[src/rtl/dsm_ctrl_pkg.sv]
// Shared types and constants for the delta-sigma modulator sequencing controller.
package dsm_ctrl_pkg;

   localparam int SAMPLE_W = 20;
   localparam int GAIN_W   = 9;

   typedef logic [SAMPLE_W-1:0] sample_t;

   // +1.0 V in modulator input units
   localparam sample_t VIN_FS = 20'h0_8000;

   // Gain value that passes the clamped sample through unchanged
   localparam int unsigned GAIN_FULL = 256;

   typedef enum logic [2:0] {
      STATE_IDLE      = 3'd0,
      STATE_CLEAR     = 3'd1,
      STATE_RAMP_UP   = 3'd2,
      STATE_RUN       = 3'd3,
      STATE_RAMP_DOWN = 3'd4,
      STATE_RECOVER   = 3'd5
   } dsm_state_e;

   // Plain vector codes for the state register
   localparam logic [2:0] ST_IDLE      = STATE_IDLE;
   localparam logic [2:0] ST_CLEAR     = STATE_CLEAR;
   localparam logic [2:0] ST_RAMP_UP   = STATE_RAMP_UP;
   localparam logic [2:0] ST_RUN       = STATE_RUN;
   localparam logic [2:0] ST_RAMP_DOWN = STATE_RAMP_DOWN;
   localparam logic [2:0] ST_RECOVER   = STATE_RECOVER;

   // States in which the modulator is held in reset and its input is forced to zero
   function automatic logic holds_dsm_reset(input logic [2:0] st);
      return (st == ST_IDLE) || (st == ST_CLEAR) || (st == ST_RECOVER);
   endfunction

   // States in which samples are streamed and the slot counter runs
   function automatic logic is_streaming(input logic [2:0] st);
      return (st == ST_RAMP_UP) || (st == ST_RUN) || (st == ST_RAMP_DOWN);
   endfunction

endpackage

[src/rtl/dsm_gain_scale.sv]
// Combinational amplitude clamp followed by gain multiply and shift by 8.
// Gain 256 returns the clamped sample exactly, gain 0 returns zero.
module dsm_gain_scale
   import dsm_ctrl_pkg::*;
#(
   parameter sample_t MAX_AMP = 20'h0_6000
) (
   input  logic [SAMPLE_W-1:0] sample,
   input  logic [GAIN_W-1:0]   gain,
   output logic [SAMPLE_W-1:0] scaled
);

   logic signed [SAMPLE_W-1:0] sample_s;
   logic signed [SAMPLE_W-1:0] limit_pos;
   logic signed [SAMPLE_W-1:0] limit_neg;
   logic signed [SAMPLE_W-1:0] clamped;
   logic signed [28:0]         product;

   // Saturate to +/-MAX_AMP, multiply by the unsigned gain, keep product bits [27:8]
   always_comb begin
      sample_s  = $signed(sample);
      limit_pos = $signed(MAX_AMP);
      limit_neg = -limit_pos;
      if (sample_s > limit_pos) begin
         clamped = limit_pos;
      end else if (sample_s < limit_neg) begin
         clamped = limit_neg;
      end else begin
         clamped = sample_s;
      end
      product = 29'(clamped) * 29'($signed({1'b0, gain}));
      scaled  = 20'(product >>> 8);
   end

endmodule

[src/rtl/dsm_ctrl.sv]
// Sequencing controller in front of the 20-bit delta-sigma modulator: streams
// samples at one per OSR clocks, soft-ramps gain on enable/disable, drives the
// modulator reset and restarts the ramp when the pwm output gets stuck.
module dsm_ctrl
   import dsm_ctrl_pkg::*;
#(
   parameter int unsigned OSR         = 64,
   parameter int unsigned CLR_CYCLES  = 8,
   parameter int unsigned STUCK_LIMIT = 64,
   parameter int unsigned RAMP_STEP   = 1,
   parameter sample_t     MAX_AMP     = VIN_FS - (VIN_FS >> 2)
) (
   input  logic                clock,
   input  logic                reset,
   input  logic                enable,
   input  logic                s_valid,
   input  logic [SAMPLE_W-1:0] s_data,
   output logic                s_ready,
   input  logic                pwm,
   output logic                dsm_rst,
   output logic [SAMPLE_W-1:0] dsm_vin,
   output logic [2:0]          state,
   output logic                overload,
   output logic                underrun
);

   localparam int CNT_W = (OSR > 1) ? $clog2(OSR) : 1;
   localparam int CLR_W = (CLR_CYCLES > 1) ? $clog2(CLR_CYCLES + 1) : 1;
   localparam int STK_W = (STUCK_LIMIT > 1) ? $clog2(STUCK_LIMIT + 1) : 1;

   localparam logic [CNT_W-1:0]  CNT_LAST = CNT_W'(OSR - 1);
   localparam logic [CLR_W-1:0]  CLR_LAST = CLR_W'(CLR_CYCLES - 1);
   localparam logic [STK_W-1:0]  STK_LAST = STK_W'(STUCK_LIMIT - 1);
   localparam logic [GAIN_W-1:0] GAIN_MAX = GAIN_W'(GAIN_FULL);

   logic [2:0]          state_q, state_d;
   logic [CNT_W-1:0]    cnt_q, cnt_d;
   logic [CLR_W-1:0]    clr_q, clr_d;
   logic [GAIN_W-1:0]   gain_q, gain_d;
   logic [GAIN_W-1:0]   gain_up, gain_dn;
   logic [31:0]         up_sum;
   logic [SAMPLE_W-1:0] held_q;
   logic [SAMPLE_W-1:0] scaled;
   logic [STK_W-1:0]    stuck_q;
   logic                pwm_prev_q;
   logic                active;
   logic                slot;
   logic                stuck_hit;

   assign active    = is_streaming(state_q);
   assign slot      = active && (cnt_q == CNT_LAST);
   assign stuck_hit = active && (pwm == pwm_prev_q) && (stuck_q == STK_LAST);

   assign s_ready = slot;
   assign dsm_rst = holds_dsm_reset(state_q);
   assign state   = state_q;

   // Saturating gain step values for the next slot edge
   always_comb begin
      up_sum  = 32'(gain_q) + 32'(RAMP_STEP);
      gain_up = (up_sum >= 32'(GAIN_FULL)) ? GAIN_MAX : up_sum[GAIN_W-1:0];
      gain_dn = (32'(gain_q) <= 32'(RAMP_STEP)) ? '0 : gain_q - GAIN_W'(RAMP_STEP);
   end

   // Next-state, slot counter, clear-phase counter and gain
   always_comb begin
      state_d = state_q;
      gain_d  = gain_q;
      clr_d   = '0;
      cnt_d   = slot ? '0 : cnt_q + CNT_W'(1);
      case (state_q)
         ST_IDLE: begin
            gain_d = '0;
            cnt_d  = '0;
            if (enable) begin
               state_d = ST_CLEAR;
            end
         end
         ST_CLEAR: begin
            gain_d = '0;
            cnt_d  = '0;
            if (!enable) begin
               state_d = ST_IDLE;
            end else if (clr_q == CLR_LAST) begin
               state_d = ST_RAMP_UP;
            end else begin
               clr_d = clr_q + CLR_W'(1);
            end
         end
         ST_RAMP_UP, ST_RUN: begin
            if (stuck_hit) begin
               state_d = ST_RECOVER;
               gain_d  = '0;
               cnt_d   = '0;
            end else if (!enable) begin
               state_d = ST_RAMP_DOWN;
               cnt_d   = '0;
            end else if (slot && (state_q == ST_RAMP_UP)) begin
               gain_d = gain_up;
               if (gain_up == GAIN_MAX) begin
                  state_d = ST_RUN;
                  cnt_d   = '0;
               end
            end
         end
         ST_RAMP_DOWN: begin
            if (stuck_hit) begin
               state_d = ST_RECOVER;
               gain_d  = '0;
               cnt_d   = '0;
            end else if (enable) begin
               state_d = ST_RAMP_UP;
               cnt_d   = '0;
            end else if (slot) begin
               gain_d = gain_dn;
               if (gain_dn == '0) begin
                  state_d = ST_IDLE;
                  cnt_d   = '0;
               end
            end
         end
         ST_RECOVER: begin
            gain_d = '0;
            cnt_d  = '0;
            if (clr_q == CLR_LAST) begin
               state_d = enable ? ST_RAMP_UP : ST_IDLE;
            end else begin
               clr_d = clr_q + CLR_W'(1);
            end
         end
         default: begin
            state_d = ST_IDLE;
            gain_d  = '0;
            cnt_d   = '0;
         end
      endcase
   end

   // FSM, counters and gain registers
   always_ff @(posedge clock or negedge reset) begin
      if (!reset) begin
         state_q <= ST_IDLE;
         cnt_q   <= '0;
         clr_q   <= '0;
         gain_q  <= '0;
      end else begin
         state_q <= state_d;
         cnt_q   <= cnt_d;
         clr_q   <= clr_d;
         gain_q  <= gain_d;
      end
   end

   // Held sample: loaded on a slot transfer, kept on underrun, cleared while idle
   always_ff @(posedge clock or negedge reset) begin
      if (!reset) begin
         held_q   <= '0;
         underrun <= 1'b0;
      end else begin
         underrun <= slot && !s_valid;
         if (state_q == ST_IDLE) begin
            held_q <= '0;
         end else if (slot && s_valid) begin
            held_q <= s_data;
         end
      end
   end

   // Stuck-loop detector: run length of unchanged pwm while streaming
   always_ff @(posedge clock or negedge reset) begin
      if (!reset) begin
         pwm_prev_q <= 1'b0;
         stuck_q    <= '0;
      end else begin
         pwm_prev_q <= pwm;
         if (!active || stuck_hit) begin
            stuck_q <= '0;
         end else if (pwm == pwm_prev_q) begin
            stuck_q <= stuck_q + STK_W'(1);
         end else begin
            stuck_q <= '0;
         end
      end
   end

   dsm_gain_scale #(
      .MAX_AMP (MAX_AMP)
   ) u_gain_scale (
      .sample (held_q),
      .gain   (gain_q),
      .scaled (scaled)
   );

   // Registered modulator input, zero whenever the modulator is (or is about to be) held in reset
   always_ff @(posedge clock or negedge reset) begin
      if (!reset) begin
         dsm_vin  <= '0;
         overload <= 1'b0;
      end else begin
         dsm_vin  <= (holds_dsm_reset(state_q) || holds_dsm_reset(state_d)) ? '0 : scaled;
         overload <= (state_d == ST_RECOVER) && (state_q != ST_RECOVER);
      end
   end

endmodule

[config.mk]
export PLATFORM = sky130hd
export DESIGN_NAME = dsm_ctrl
export DESIGN_NICKNAME = d
export VERILOG_FILES = /design/src/rtl/dsm_ctrl_pkg.sv /design/src/rtl/dsm_gain_scale.sv /design/src/rtl/dsm_ctrl.sv
export SDC_FILE = /design/constraint.sdc
export NUM_CORES = 1
export LEC_CHECK = 0
export ABC_AREA = 0
export ABC_CLOCK_PERIOD_IN_PS = 8800
export CAP_MARGIN = 15
export CORE_MARGIN = 2
export CORE_UTILIZATION = 40
export DETAILED_ROUTE_END_ITERATION = 10
export PLACE_DENSITY = 0.55
export SLEW_MARGIN = 15
export SYNTH_ARGS = -nofsm -noshare
export SYNTH_HDL_FRONTEND = slang
export SYNTH_SLANG_ARGS = --single-unit
export TNS_END_PERCENT = 10
[constraint.sdc]
create_clock -name clock -period 8.8 [get_ports clock]
set_input_delay 0.88 -clock clock [delete_from_list [all_inputs] [get_ports clock]]
set_output_delay 0.88 -clock clock [all_outputs]
set_load 0.05 [all_outputs]
==> results.yml, run 1 <==
routing:
  dr.pass1.iters: 5
  wire_per_inst_um: 17.6
  drc: 0
  routed_wl_um: 25100
  num_vias: 7591
  drtIter0Drc: 305
  antenna_left: 0
  viasPerCell: 5.33
yosys:
  syn_inst: 1091
  synth_warnings: 0
  synth-seq-area-share_pct: 18.3
  netlist_area_um2: 9860
  muxShareOfSynthArea_pct: 0.406
  synthXorXnorAreaFrac_pct: 2.75
  ys.flop_type: "dfrtp_1"
  synth_top_family_by_area: "adder cells"
  synth_top_area_cell: "fa_1"
  synth_cell_type_count: 73
  avgSynthCellArea_um2: 9.04
  synth_seq_cells: 72
  synthAdderAreaFrac_pct: 37.1
  synth-simple-area-share_pct: 20.2
  synth_edf_count: 0
  synth.area.top_cells: "fa_1, dfrtp_1, ha_1, inv_1, and3_1"
  synth_nets: 1323
  synth.top_cell.area_share_pct: 28.8
  async_flop_share_pct: 100
  synth_compound_area_share_pct: 11.4
worst_setup_path:
  path_cells: "or4_1 > or4_4 > o21bai_4 > and2_2 > nand2b_1 > and2_1 > fa_1 > fa_1 > fa_1 > fa_1 > inv_1 > fa_1 > inv_1 > ha_1 > a21oi_1 > nor2b_1 > o21a_1 > o41ai_1 > o21ai_0 > a41oi_1 > mux2i_1"
  worstPathArrival_ns: 7.98
  required_ns: 9.07
  cp_top_family: "adder cells"
  crit_buf_inv: 2
  crit_path_max_incr_delay_ns: 0.58
  path_max_fanout: 41
  start_kind: "register"
  cpMaxStageDelayCell: "and2_2"
  endpoint_kind: "register"
  cp_common_cell: "fa_1"
  worstSetupPathType: "reg2reg"
cts:
  htreeDepth: 3
  clkTransAtPathRegs_ns: 0.06
  post_cts_resized: 0
  clk_path_buf_depth: 2
  cts_tree: "yes"
  cts_setup_buffers: 0
  numCtsBuffers: 9
  cts.sinks: 72
  cts-root-buf: "clkbuf_16"
  worstSkewPairLatency_ns: 0.35
  cts_hold_buffers: 0
timing:
  rsz0062_at_grt: "no"
  clock_skew_ns: 0.0124
  fmax_ghz: 0.130
  max_slew_margin_pct: 29.4
  setup_viol: 0
  final.min_clock_period_ns: 7.72
  period_share_pct: 87.7
  slew_violations: 0
  fin_tns_setup_ns: 0
  hold_viol_final: 0
  tightest_slew_ns: 1.06
  setup_ws_ns: 1.08
floorplan:
  start_util_pct: 40.7
  io_pins: 52
  core-area_um2: 24200
  die-area_um2: 25900
  rows: 57
  die_h_um: 161
  die_w_um: 161
grt:
  grt_use_met2_pct: 39.0
  grt_use_met1_pct: 25.4
  grt_busiest_layer: "met2"
  antenna_found_initial: 0
  grt-ovfl-total: 0
  track_usage_pct: 21.0
  first_global_vias: 8280
  met3_usage_pct: 2.54
  grt_start_max_net_pins: 73
  grt_pass1_wl_um: 43000
power:
  p_leak_nw: 5.57
  power_density_nw_per_um2: 117
  internal-power_mw: 0.722
  clockPowerShare_pct: 30.6
  p_sw_share_pct: 42.7
  net-switching-power_mw: 0.539
  combPwrFrac_pct: 35.6
  vdd_drop_max_mv: 0.136
  seqPwrFrac_pct: 33.8
finish:
  fin_util_pct: 44.6
  area_growth_pct: 9.67
  antennaDiodeCount: 0
  drive_gt1_share_pct: 3.91
  fin_nets: 1329
place:
  hpwl_um: 18900
  place_congestion: 0.812
  pre_cts_ws_ns: 1.19
  io_buffer_count: 51
hold_path:
  min_path_type: "reg2reg"
run:
  cap_violations: 0
status:
  status: "finished clean"
## cell usage in the layout (no fill, tap or decap), types with 4 or more instances in the layout
cell,n
a211oi_1,5
a21o_1,15
a21oi_1,26
a221o_1,4
a22o_1,20
a31oi_1,6
and2_1,42
and3_1,75
buf_4,8
clkbuf_16,9
clkdlybuf4s50_1,50
dfrtp_1,72
fa_1,142
ha_1,65
inv_1,177
mux2i_1,4
nand2_1,116
nand3_1,19
nand3b_1,6
nand4_1,10
nor2_1,54
nor2b_1,8
nor3_1,23
nor4_1,6
o211ai_1,4
o21a_1,8
o21ai_0,23
xnor2_1,25
xor2_1,6
## cells in the mapped netlist, types with 3 or more instances
cell	count
o21ai_0	23
buf_2	11
nand3b_1	6
ha_1	65
a221o_1	4
a211oi_1	5
xor2_1	6
buf_4	7
and3_1	75
or2_2	3
nand3_1	19
nand4b_1	3
dfrtp_1	72
nand2_1	116
o21a_1	8
nor3_1	23
xnor2_1	25
nor2b_1	8
o21ai_2	3
a22o_1	20
clkbuf_1	40
and2_1	42
nor4_1	6
a21o_1	15
fa_1	142
nand4_1	10
buf_6	4
a31oi_1	6
o221ai_1	3
inv_1	177
o211ai_1	4
a21oi_1	26
nor2_1	54
mux2i_1	4
## power by group through the flow
stage               clock network (mW)  registers, mW  logic, mW
floorplan                            0          0.400      0.331
global placement                     0          0.433      0.445
detailed placement                   0          0.432      0.446
CTS                              0.397          0.426      0.448
global route                     0.411          0.433      0.494
finish                           0.386          0.427      0.449
## routing by layer
| layer | part of all wire [%] | vias up |
|---|---|---|
| li1 | - | 3565 |
| met1 | 42 | 3898 |
| met2 | 54 | 94 |
| met3 | 2.2 | 34 |
| met4 | 2.6 | 0 |
| met5 | 0 | - |
## area by class of cell
| cell class | instances | area (µm²) |
|---|---|---|
| Tap cell | 324 | 405 |
| Multi-Input combinational cell | 779 | 7090 |
| Inverter | 177 | 664 |
| Fill cell | 2390 | 13400 |
| Clock buffer | 10 | 239 |
| Timing Repair Buffer | 58 | 561 |
| Clock inverter | 5 | 56.3 |
| Sequential cell | 72 | 1800 |
## sequential cells by signal, indices dropped and copies added (netlist names)
signal,count
dsm_vin,20
held_q,20
gain_q,9
stuck_q,7
cnt_q,6
clr_q,4
state,3
overload,1
pwm_prev_q,1
underrun,1
## metrics by stage
step	total power, mW	cell area [µm²]	hold WS (ns)	cells
2_1_floorplan	0.731	9860	0.429	1091
3_3_place_gp	0.878	10500	0.454	1410
3_5_place_dp	0.878	10500	0.458	1410
4_1_cts	1.27	10800	0.467	1425
5_1_grt	1.34	10800	0.495	1425
6_report	1.26	10800	0.464	1425
## cells by family after synthesis
family | Yosys count
adder cells (fa/ha/maj) | 207
XOR/XNOR | 31
AO/OA/AOI/OAI | 152
buffers and inverters | 240
AND/OR/NAND/NOR | 385
multiplexers | 4
flip-flops | 72
## worst paths after layout
| check | startpoint | end | slack [ns] | cells after the start |
|---|---|---|---|---|
| min in group asynchronous | reset | dsm_vin[1]$_DFF_PN0_ | 0.69 | 1 |
| hold reg to reg | cnt_q[0]$_DFF_PN0_ | cnt_q[0]$_DFF_PN0_ | 0.46 | 1 |
| hold / removal | cnt_q[0]$_DFF_PN0_ | cnt_q[0]$_DFF_PN0_ | 0.46 | 1 |
| setup reg to reg | held_q[2]$_DFFE_PN0P_ | dsm_vin[17]$_DFF_PN0_ | 1.08 | 21 |
| max in group asynchronous | reset | gain_q[1]$_DFFE_PN0P_ | 7.48 | 1 |
| setup / recovery | held_q[2]$_DFFE_PN0P_ | dsm_vin[17]$_DFF_PN0_ | 1.08 | 21 |
No activity file was read; power rests on OpenSTA's default activity.
==> run 2, diff against run 1 <==
CORE_UTILIZATION = 63   (was 40)
PLACE_DENSITY = 0.81   (was 0.55)
==> results.yml, run 2 (synthesized netlist as in run 1, its figures left out) <==
finish:
  drive_gt1_share_pct: 3.64
  layout_commonest_cell: "inv_1"
  fin_nets: 1326
  antennaDiodeCount: 0
  top_regs: "dsm_vin x20, held_q x20, gain_q x9"
  area_growth_pct: 8.29
  layout_common_cells: "inv_1, fa_1, nand2_1"
  fill_cells: 1184
power:
  p_sw_share_pct: 40.8
  p_leak_nw: 5.56
  power.total_mw: 1.26
  combPwrFrac_pct: 32.4
  internal-power_mw: 0.745
  clockPowerShare_pct: 31.7
  seqPwrFrac_pct: 35.9
  net-switching-power_mw: 0.513
  vdd_drop_max_mv: 0.152
  power_density_nw_per_um2: 118
place:
  pre_cts_ws_ns: 1.14
  io_buffer_count: 51
  place_congestion: 0.881
  hpwl_um: 17200
cts:
  cts_hold_buffers: 0
  cts_tree: "yes"
  numCtsBuffers: 9
  htreeDepth: 3
  clkTransAtPathRegs_ns: 0.06
  post_cts_resized: 0
  cts_setup_buffers: 0
  cts.sinks: 72
  clk_path_buf_depth: 2
  cts-root-buf: "clkbuf_16"
  worstSkewPairLatency_ns: 0.35
floorplan:
  rows: 45
  core-area_um2: 15300
  die_h_um: 129
  io_pins: 52
  die_w_um: 129
  start_util_pct: 64.6
  die-area_um2: 16700
timing:
  max_slew_margin_pct: 28.8
  tightest_slew_ns: 1.07
  period_share_pct: 88.0
  rsz0062_at_grt: "no"
  final.min_clock_period_ns: 7.74
  clock_skew_ns: 0.00486
  fin_tns_setup_ns: 0
  setup_viol: 0
  setup_ws_ns: 1.06
  hold_viol_final: 0
  timing.hold.ws_ns: 0.461
  fmax_ghz: 0.129
  slew_violations: 0
hold_path:
  min_from: "stuck_q[0]$_DFF_PN0_"
  min_path_type: "reg2reg"
routing:
  num_vias: 7764
  wire_per_inst_um: 17.5
  antenna_left: 0
  drtIter0Drc: 616
  routed_wl_um: 23000
  drc: 0
  viasPerCell: 5.93
  dr.pass1.iters: 8
worst_setup_path:
  path_max_fanout: 48
  required_ns: 9.03
  worstPathArrival_ns: 7.97
  crit_start: "held_q[3]$_DFFE_PN0P_"
  cpMaxStageDelayCell: "and2_2"
  crit_path_max_incr_delay_ns: 0.64
  endpoint_kind: "register"
  path_cells: "or4_1 > or4_4 > o21bai_4 > and2_2 > buf_4 > nand3_1 > fa_1 > fa_1 > inv_1 > fa_1 > fa_1 > inv_1 > fa_1 > inv_1 > ha_1 > o211ai_1 > o2111ai_1 > a211oi_1 > a21oi_2 > a311o_1 > a211oi_1 > nor3_1"
  worstSetupPathType: "reg2reg"
  cp_top_family: "adder cells"
  r2r-start: "held_q[3]$_DFFE_PN0P_"
  cp_common_cell: "fa_1"
  start_kind: "register"
  crit_buf_inv: 4
run:
  cap_violations: 0
grt:
  grt-ovfl-total: 0
  grt_start_max_net_pins: 73
  track_usage_pct: 30.6
  first_global_vias: 8376
  antenna_found_initial: 0
  grt_pass1_wl_um: 39700
status:
  status: "finished clean"
run 2: cell types whose count changed in the layout (fill, tap and decap cells not counted), sizes merged:
cell	change
buf	-3
bufinv	+1
clkbuf	+1
clkinv	-1
clkinvlp	+1
inv	-1
run 2: cell type report:
cell class	count	area, µm²	area share (%)
multi-input combinational	779	7090	66.4
sequential	72	1800	16.9
inverter	177	664	6.22
timing repair buffer	55	538	5.04
tap	211	264	2.47
clock buffer	11	243	2.27
clock inverter	5	80.1	0.750
run 2: worst paths after layout:
check	to	slack, ns	cells past startpoint
setup / recovery	dsm_vin[11]$_DFF_PN0_	1.06	22
hold / removal	stuck_q[0]$_DFF_PN0_	0.46	1
setup reg to reg	dsm_vin[11]$_DFF_PN0_	1.06	22
hold reg to reg	stuck_q[0]$_DFF_PN0_	0.46	1
max in group asynchronous	dsm_vin[4]$_DFF_PN0_	7.55	1
min in group asynchronous	gain_q[6]$_DFFE_PN0P_	0.67	1
run 2: power groups by stage:
stage / Sequential, mW / Clock (mW) / Combinational [mW]
finish: 0.452 / 0.399 / 0.407
global route: 0.458 / 0.419 / 0.446
CTS: 0.449 / 0.406 / 0.403
detailed placement: 0.455 / 0 / 0.399
global placement: 0.454 / 0 / 0.393
floorplan: 0.400 / 0 / 0.331
run 2: through the flow:
stage                     cells  util (%)  cell area (µm²)
final                      1310      70.0            10700
after global routing       1310      70.0            10700
after CTS                  1310      70.0            10700
after detailed placement   1294      67.9            10400
after global placement     1294      67.9            10400
after floorplan            1091         -             9860
run 2: per-layer routing:
metal | GRT usage, % | share of wire (%)
met2 | 53.8 | 52
met5 | 0 | 0
met3 | 4.62 | 5.2
met1 | 36.0 | 38
met4 | 17.0 | 4.9
